### config.mk
export PLATFORM = sky130hd
export DESIGN_NAME = max_index_selector
export DESIGN_NICKNAME = d
export VERILOG_FILES = /design/src/rtl/max_index_selector_pkg.sv /design/src/rtl/max_index_selector_max2_cell.sv /design/src/rtl/max_index_selector.sv
export SDC_FILE = /design/constraint.sdc
export NUM_CORES = 1
export LEC_CHECK = 0
export ABC_AREA = 0
export CAP_MARGIN = 15
export CORE_MARGIN = 8
export CORE_UTILIZATION = 35
export CTS_CLUSTER_SIZE = 20
export DETAILED_ROUTE_END_ITERATION = 8
export GPL_ROUTABILITY_DRIVEN = 0
export PLACE_DENSITY_LB_ADDON = 0.25
export SLEW_MARGIN = 5
export SYNTH_ARGS = -nofsm -noshare
export SYNTH_HDL_FRONTEND = slang
export SYNTH_SLANG_ARGS = --single-unit
### constraint.sdc
create_clock -name clk -period 3.54 [get_ports clk]
set_input_delay 0.708 -clock clk [delete_from_list [all_inputs] [get_ports clk]]
set_output_delay 0.708 -clock clk [all_outputs]
set_load 0.01 [all_outputs]
### src/rtl/max_index_selector_pkg.sv
// Shared types and constants for the classifier argmax pipeline.
package max_index_selector_pkg;

  localparam int unsigned DATA_W     = 26;
  localparam int unsigned IDX_W      = 4;
  localparam int unsigned N_IN       = 10;
  localparam int unsigned MAXSEL_LAT = 4;

  // Candidate score tagged with the class number it came from.
  typedef struct packed {
    logic signed [DATA_W-1:0] val;
    logic [IDX_W-1:0]         idx;
  } cand_t;

  // True when x should replace y: strictly larger score, or equal score with a lower index.
  function automatic logic cand_beats(input cand_t x, input cand_t y);
    logic signed [DATA_W-1:0] xv;
    logic signed [DATA_W-1:0] yv;
    xv = x.val;
    yv = y.val;
    return (xv > yv) || ((xv == yv) && (x.idx < y.idx));
  endfunction

endpackage

### src/rtl/max_index_selector_max2_cell.sv
// Combinational two-way compare; the winner keeps its original index.
module max2_cell
  import max_index_selector_pkg::*;
(
  input  cand_t a,
  input  cand_t b,
  output cand_t win_c
);

  // Pick the larger signed score, lower index on ties.
  always_comb begin
    win_c = a;
    if (cand_beats(b, a)) begin
      win_c = b;
    end
  end

endmodule

### src/rtl/max_index_selector.sv
// Four-stage pipelined argmax over ten signed class scores; one vector per clock.
module max_index_selector
  import max_index_selector_pkg::*;
(
  input  logic                     clk,
  input  logic                     GlobalReset,
  input  logic signed [DATA_W-1:0] Out_0,
  input  logic signed [DATA_W-1:0] Out_1,
  input  logic signed [DATA_W-1:0] Out_2,
  input  logic signed [DATA_W-1:0] Out_3,
  input  logic signed [DATA_W-1:0] Out_4,
  input  logic signed [DATA_W-1:0] Out_5,
  input  logic signed [DATA_W-1:0] Out_6,
  input  logic signed [DATA_W-1:0] Out_7,
  input  logic signed [DATA_W-1:0] Out_8,
  input  logic signed [DATA_W-1:0] Out_9,
  output logic [IDX_W-1:0]         Out
);

  localparam int unsigned N_S1 = 5;
  localparam int unsigned N_S2 = 3;
  localparam int unsigned N_S3 = 2;

  cand_t in_c [N_IN];
  cand_t s1_c [N_S1];
  cand_t s1_q [N_S1];
  cand_t s2_c [N_S2];
  cand_t s2_q [N_S2];
  cand_t s3_c [N_S3];
  cand_t s3_q [N_S3];
  cand_t fin_c;

  // The final winning score is not needed downstream; only its index leaves the block.
  logic [DATA_W-1:0] fin_val_unused;
  assign fin_val_unused = fin_c.val;

  // Tag each raw score with its class number.
  always_comb begin
    in_c[0] = '{val: Out_0, idx: IDX_W'(0)};
    in_c[1] = '{val: Out_1, idx: IDX_W'(1)};
    in_c[2] = '{val: Out_2, idx: IDX_W'(2)};
    in_c[3] = '{val: Out_3, idx: IDX_W'(3)};
    in_c[4] = '{val: Out_4, idx: IDX_W'(4)};
    in_c[5] = '{val: Out_5, idx: IDX_W'(5)};
    in_c[6] = '{val: Out_6, idx: IDX_W'(6)};
    in_c[7] = '{val: Out_7, idx: IDX_W'(7)};
    in_c[8] = '{val: Out_8, idx: IDX_W'(8)};
    in_c[9] = '{val: Out_9, idx: IDX_W'(9)};
  end

  // Stage 1: five adjacent pairs.
  for (genvar g = 0; g < N_S1; g++) begin : g_s1
    max2_cell u_cell (
      .a     (in_c[2*g]),
      .b     (in_c[2*g+1]),
      .win_c (s1_c[g])
    );
  end

  // Stage 2: two compares, fifth winner passes through.
  for (genvar g = 0; g < 2; g++) begin : g_s2
    max2_cell u_cell (
      .a     (s1_q[2*g]),
      .b     (s1_q[2*g+1]),
      .win_c (s2_c[g])
    );
  end
  assign s2_c[2] = s1_q[4];

  // Stage 3: one compare, pass-through candidate carried along.
  max2_cell u_s3 (
    .a     (s2_q[0]),
    .b     (s2_q[1]),
    .win_c (s3_c[0])
  );
  assign s3_c[1] = s2_q[2];

  // Stage 4: final compare.
  max2_cell u_s4 (
    .a     (s3_q[0]),
    .b     (s3_q[1]),
    .win_c (fin_c)
  );

  // Stage 1 registers.
  always_ff @(posedge clk or negedge GlobalReset) begin
    if (!GlobalReset) begin
      for (int i = 0; i < N_S1; i++) s1_q[i] <= '0;
    end else begin
      for (int i = 0; i < N_S1; i++) s1_q[i] <= s1_c[i];
    end
  end

  // Stage 2 registers.
  always_ff @(posedge clk or negedge GlobalReset) begin
    if (!GlobalReset) begin
      for (int i = 0; i < N_S2; i++) s2_q[i] <= '0;
    end else begin
      for (int i = 0; i < N_S2; i++) s2_q[i] <= s2_c[i];
    end
  end

  // Stage 3 registers.
  always_ff @(posedge clk or negedge GlobalReset) begin
    if (!GlobalReset) begin
      for (int i = 0; i < N_S3; i++) s3_q[i] <= '0;
    end else begin
      for (int i = 0; i < N_S3; i++) s3_q[i] <= s3_c[i];
    end
  end

  // Stage 4: registered winning index.
  always_ff @(posedge clk or negedge GlobalReset) begin
    if (!GlobalReset) begin
      Out <= '0;
    end else begin
      Out <= fin_c.idx;
    end
  end

endmodule

==> results of run 1 <==
## cells in the final DEF (no fill, tap or decap), types with 27 or more instances in the layout
master           netlist  routed
dfrtp_1              282     282
clkdlybuf4s50_1        0     264
inv_1                255     255
ha_1                 235     235
a21oi_1              111     111
mux2_2               108     108
o21ai_0               80      80
nand2_1               76      76
mux2i_1               52      52
nand4_1               49      49
clkbuf_16              0      35
a221oi_1              28      28
nand3_1               27      27
o221ai_1              27      27
## registers in the layout (all words and copies together) (netlist names)
signal and cells:
s1_q 136, s2_q 85, s3_q 57, Out 4
## critical path, stage by stage
cell             delay [ns]
clkdlybuf4s50_1        0.48
inv_1                  0.06
ha_1                   0.32
nand4_1                0.15
nor4_1                 0.40
nor2_1                 0.10
o21a_1                 0.26
a31oi_4                0.73
o221ai_1               0.30
## per-layer routing
layer,vias up,share of wire,global-route usage
met2,304,0.46,0.269
met4,4,0.022,0.0432
met1,6020,0.46,0.218
met5,-,0.00050,0
met3,67,0.061,0.0354
li1,6125,-,-
## logic make-up after synthesis
family	count (synthesis)
AOI/OAI and AO/OA	319
xor gates and xnor gates	1
adders and majority gates	235
buffers and inverters	300
DFF	282
muxes	191
other	1
and+or+nand+nor	232
## through the flow
step                total power [uW]   util
floorplan                       7110      -
CTS                            12300  0.450
detailed placement              8620  0.426
global route                   12900  0.450
finish                         12100  0.450
global placement                8510  0.426
## cell type report
type | instances | area [um^2] | share of cell area
Clock inverter | 13 | 175 | 0.00821
Sequential cell | 282 | 7060 | 0.331
Multi-Input combinational cell | 979 | 8380 | 0.393
Tap cell | 615 | 769 | 0.0361
Inverter | 255 | 957 | 0.0449
Timing Repair Buffer | 299 | 3010 | 0.141
Clock buffer | 44 | 980 | 0.0459
## where the power goes
group          switching (uW)  internal, uW
combinational            2090          2010
clock                    1300          2240
sequential                478          4000
total                    3870          8240
## worst max path at each step
stage	start	depth (start not counted)	to
final	Out_0[17]	9	s1_q[139]
after floorplan	Out_2[25]	11	s1_q[100]
after global placement	Out_0[21]	9	s1_q[138]
after detailed placement	Out_4[7]	10	s1_q[72]
after global routing	Out_0[17]	9	s1_q[139]
after CTS	Out_4[7]	10	s1_q[72]
==> results.txt, run 1 <==
HP Class = input pin to asynchronous set/reset pin
Largest family of logic cells by synthesized area = adder cells
Worst vdd ir = 393 uV
Largest net degree at the start of global routing = 124
Chip height = 234 um
Fin crit period = 3.22 ns
Layout cells sized above 1 = 0.124
Post-Place Cell Area = 20200 um^2
Vias per cell = 5.03
RSZ-0062 raised after global routing = false
Clock slew at reported path FFs = 0.05 ns
Syn_area_per_cell = 10.7 um^2
Antenna violations before repair = 3
Max Clock Skew = 0.0120 ns
WS Path Type = input pin to flop
Root buf cell = clkbuf_16
Pins over their slew limit = 0
Mux contribution to synthesized area = 0.131
Seq/Total Area, Yosys = 0.423
Hold WS = 0.0516 ns
HPWL Detailed = 36.3 mm
Most frequent cell after synthesis = dfrtp_1
Post-Synth XOR/XNOR Area = 0.000525
WL/cell = 18.4 um
# rows = 80
N_diodes = 0
Core ar. = 47300 um^2
Die area = 54900 um^2
Crit path DAT = 3.53 ns
Syn Inst Count = 1561
Compound-Gate Fraction of Synth Area = 0.122
Synth area leaders = dfrtp_1 42%, ha_1 18%, mux2_2 7.3%
R2R Path End = s2_q[46]
Worst slew pin tran = 0.839 ns
Final setup viols = 0
Critical Path Fanout Max = 26
Total track usage = 0.164
Worst reg2reg setup slack = 0.59 ns
Post-synth EDFFs = 0
Nets@finish = 2348
Clock sinks = 282
Placement Setup Slack = -0.169 ns
CTS buffer count = 34
Hold Buf Count CTS = 0
CP Data Required Time = 3.85 ns
PostCTS Resize Cnt = 0
Worst setup margin = 0.319 ns
Placed cell count = 2430
Count of final hold-check violations = 0
Routed Antenna Nets = 0
Post-CTS setup buffer count = 0
Total iterations of the first detailed-routing run = 5
Post-synth ARST share = 1.00
Pwr Density = 568 nW/um^2
Max clock buf depth = 3
Total gr overflow = 0
Vias in the first global route = 13.0k
Post-synth top cells = 282 x dfrtp_1, 255 x inv_1, 235 x ha_1
Max_cap viols = 0
Share of the synthesized area in the top cell type = 0.423
Leak = 0.0103 uW
Simple-gate portion of the synthesized area = 0.0711
Slew HR = 0.440
Fmax = 310 MHz
Layout fillers = 4438
Setup_tns = 0 ns
Synth Area in Adders = 0.176
Synth Flop Type = dfrtp_1
CP Launch Type = input pin
Run status = finished, final reports clean
CP endpoint kind = flop
Final worst path period share = 0.910
Post-synth cell types = 56
Die width = 234 um
FF-to-FF path depth = 8
Area delta synth->final = 27.9%
First-pass GRT wire length = 70.9 mm
Initial core utilization = 0.352
Seq cells post-synth = 282
Finished Layout Cells = 2487
Final wirelength = 45.7 mm
Final Cell Area = 21300 um^2
# IOs = 266
RR Startpoint = s1_q[58]
Initial DRC Count = 717
Cell area after synthesis = 16700 um^2
CTS tree = done
# port buffers = 265
Synthesized Nets = 2058
Vias = 12.5k
H-tree levels = 2
Synth area leader = dfrtp_1
DRC Markers = 0
YS warnings = 0
Clk Latency, worst-skew pair = 0.50 ns
Power figures use the tool's default switching activity.
==> inputs of run 2 (changes only) <==
--- a/config.mk
+++ b/config.mk
@@ -9,10 +9,12 @@
 export CAP_MARGIN = 15
 export CORE_MARGIN = 8
 export CORE_UTILIZATION = 35
+export CTS_CLUSTER_DIAMETER = 120
 export CTS_CLUSTER_SIZE = 20
 export DETAILED_ROUTE_END_ITERATION = 8
 export GPL_ROUTABILITY_DRIVEN = 0
 export PLACE_DENSITY_LB_ADDON = 0.25
+export REMOVE_ABC_BUFFERS = 1
 export SLEW_MARGIN = 5
 export SYNTH_ARGS = -nofsm -noshare
 export SYNTH_HDL_FRONTEND = slang
==> run 2 against run 1 <==
Global-route usage rose by 0.11 points. Critical path depth rose by 2. Register-to-register slack got worse by 0.05 ns. Sequential cell count did not move. Power fell by 12%. Non-clock buffer count rose by 12.
==> results.txt, run 2 (same netlist as run 1, synthesis figures left out) <==
Crit-path max cell delay = 0.57 ns (-0.16 ns)
FF-to-FF path depth = 10 (+2)
Pins over their slew limit = 0 (unchanged)
N_diodes = 0 (unchanged)
Total track usage = 0.165 (+0.00111)
Core ar. = 47300 um^2 (unchanged)
Count of final hold-check violations = 0 (unchanged)
Clock slew at reported path FFs = 0.08 ns (+0.03 ns)
Finished Layout Cells = 2463 (-0.97%)
Cell chain of the critical path = clkdlybuf4s50_1, inv_1, ha_1, a21oi_1, o21ai_0, a211oi_1, buf_4, o21a_1, buf_12, mux2i_1, o221ai_1
Max Clock Skew = 0.0113 ns (-0.000727 ns)
First-pass GRT wire length = 71.6 mm (+0.95%)
Run status = finished, final reports clean
WS Path Type = input pin to flop
Total gr overflow = 0 (unchanged)
HP Class = input pin to asynchronous set/reset pin
Die area = 54900 um^2 (unchanged)
Initial DRC Count = 758 (+5.7%)
Die width = 234 um (unchanged)
Final worst path period share = 0.873 (-0.0371)
Vias per cell = 5.03 (-0.18%)
Routed Antenna Nets = 0 (unchanged)
Vias = 12.4k (-1.1%)
H-tree levels = 1 (-1)
R2R Path End = s3_q[42]
Slowest CP cell = clkdlybuf4s50_1
Worst reg2reg setup slack = 0.54 ns (-0.05 ns)
Delay-heaviest family, CP = compound AO/OA/AOI/OAI gates
CP endpoint kind = flop
Tot Pwr = 10600 uW (-12%)
Final wirelength = 45.8 mm (+0.12%)
DRC Markers = 0 (unchanged)
# IOs = 266 (unchanged)
Vias in the first global route = 13.0k (-0.43%)
Max_cap viols = 0 (unchanged)
Number of flip-flops in the largest register = 136 (unchanged)
Clk Latency, worst-skew pair = 0.50 ns (about the same)
Placed cell count = 2442 (+0.49%)
Chip height = 234 um (unchanged)
PostCTS Resize Cnt = 0 (unchanged)
Layout fillers = 4422 (-0.36%)
Nets@finish = 2344 (-0.17%)
RSZ-0062 raised after global routing = false
Largest net degree at the start of global routing = 83 (-33%)
Final setup viols = 0 (unchanged)
Layout cells sized above 1 = 0.114 (-0.0103)
Pwr Density = 511 nW/um^2 (-10%)
# port buffers = 265 (unchanged)
Final Cell Area = 20800 um^2 (-2.5%)
Crit path DAT = 3.43 ns (-0.10 ns)
Fmax = 324 MHz (+4.2%)
Area delta synth->final = 24.6%
WL/cell = 18.6 um (+1.1%)
Max clock buf depth = 3 (unchanged)
Initial core utilization = 0.352 (unchanged)
CP Data Required Time = 3.88 ns (+0.03 ns)
RR Startpoint = s2_q[81]
HPWL Detailed = 37.1 mm (+2.4%)
Fin crit period = 3.09 ns (-0.131 ns)
Post-Place Cell Area = 20300 um^2 (+0.57%)
Fin util = 0.439 (-0.0114)
Leak = 0.0100 uW (-2.5%)
Commonest non-fill, non-tap cell in the layout = dfrtp_1
Most flops, register = s1_q
Hold Buf Count CTS = 0 (unchanged)
# rows = 80 (unchanged)
CTS buffer count = 18 (-47%)
Worst vdd ir = 356 uV (-9.5%)
Clock sinks = 282 (unchanged)
Root buf cell = clkbuf_16
Total iterations of the first detailed-routing run = 5 (unchanged)
Largest regs = s1_q x136, s2_q x85, s3_q x57
Worst slew pin tran = 0.664 ns (-0.176 ns)
CTS tree = done
CP Launch Type = input pin
Slew HR = 0.546 (+0.106)
Post-CTS setup buffer count = 0 (unchanged)
Critical Path Fanout Max = 14 (-46%)
Bufs and invs on worst path = 4 (+2)
Commonest non-fill, non-tap cells in the layout = 282 x dfrtp_1, 264 x clkdlybuf4s50_1, 255 x inv_1
Antenna violations before repair = 0 (-3)
[run 2: metal layers]
| metal | vias up | GRT usage | part of all wire |
|---|---|---|---|
| met5 | - | 0 | 0 |
| li1 | 6094 | - | - |
| met4 | 0 | 0.0463 | 0.028 |
| met3 | 63 | 0.0284 | 0.049 |
| met1 | 5931 | 0.221 | 0.46 |
| met2 | 289 | 0.272 | 0.47 |
[run 2: how the worst max path moves through the flow]
stage / endpoint / slack, ns / cells past startpoint / from
final: s1_q[146] / 0.45 / 11 / Out_0[3]
after global routing: s1_q[23] / 0.29 / 11 / Out_8[24]
after floorplan: s1_q[34] / -0.89 / 9 / Out_6[25]
after global placement: s1_q[19] / -0.008 / 11 / Out_8[24]
after detailed placement: s1_q[14] / -0.08 / 10 / Out_8[7]
after CTS: s1_q[17] / 0.43 / 10 / Out_8[7]
[run 2: layout make-up]
class / instances / area (um^2) / share of cell area
Multi-Input combinational cell: 979 / 8380 / 0.403
Sequential cell: 282 / 7060 / 0.339
Timing Repair Buffer: 311 / 3130 / 0.150
Inverter: 255 / 957 / 0.0460
Tap cell: 615 / 769 / 0.0370
Clock buffer: 19 / 475 / 0.0229
Clock inverter: 2 / 25.0 / 0.00120
[run 2: per-stage QoR]
step           TNS (ns)  setup slack, ns  hold WS (ns)
4_1_cts               0            0.433         0.173
3_5_place_dp      -1.83          -0.0812         0.335
3_3_place_gp    -0.0994         -0.00767         0.335
5_1_grt               0            0.294         0.207
6_report              0            0.450         0.157
2_1_floorplan    -26.40           -0.888         0.331
[run 2: power by group]
| group | total, uW | switching [uW] | leakage (uW) | internal, uW |
|---|---|---|---|---|
| combinational | 4130 | 2070 | 0.00644 | 2060 |
| clock | 2030 | 1060 | 0.000245 | 968 |
| sequential | 4460 | 470 | 0.00331 | 3980 |
| total | 10600 | 3600 | 0.0100 | 7020 |
==> inputs of run 3 (changes only) <==
--- a/config.mk
+++ b/config.mk
@@ -15,6 +15,7 @@
 export GPL_ROUTABILITY_DRIVEN = 0
 export PLACE_DENSITY_LB_ADDON = 0.25
 export REMOVE_ABC_BUFFERS = 1
+export SETUP_SLACK_MARGIN = 0.1
 export SLEW_MARGIN = 5
 export SYNTH_ARGS = -nofsm -noshare
 export SYNTH_HDL_FRONTEND = slang
==> results of run 3 <==
The final DEF is identical to that of run 2; final timing and power are the same.
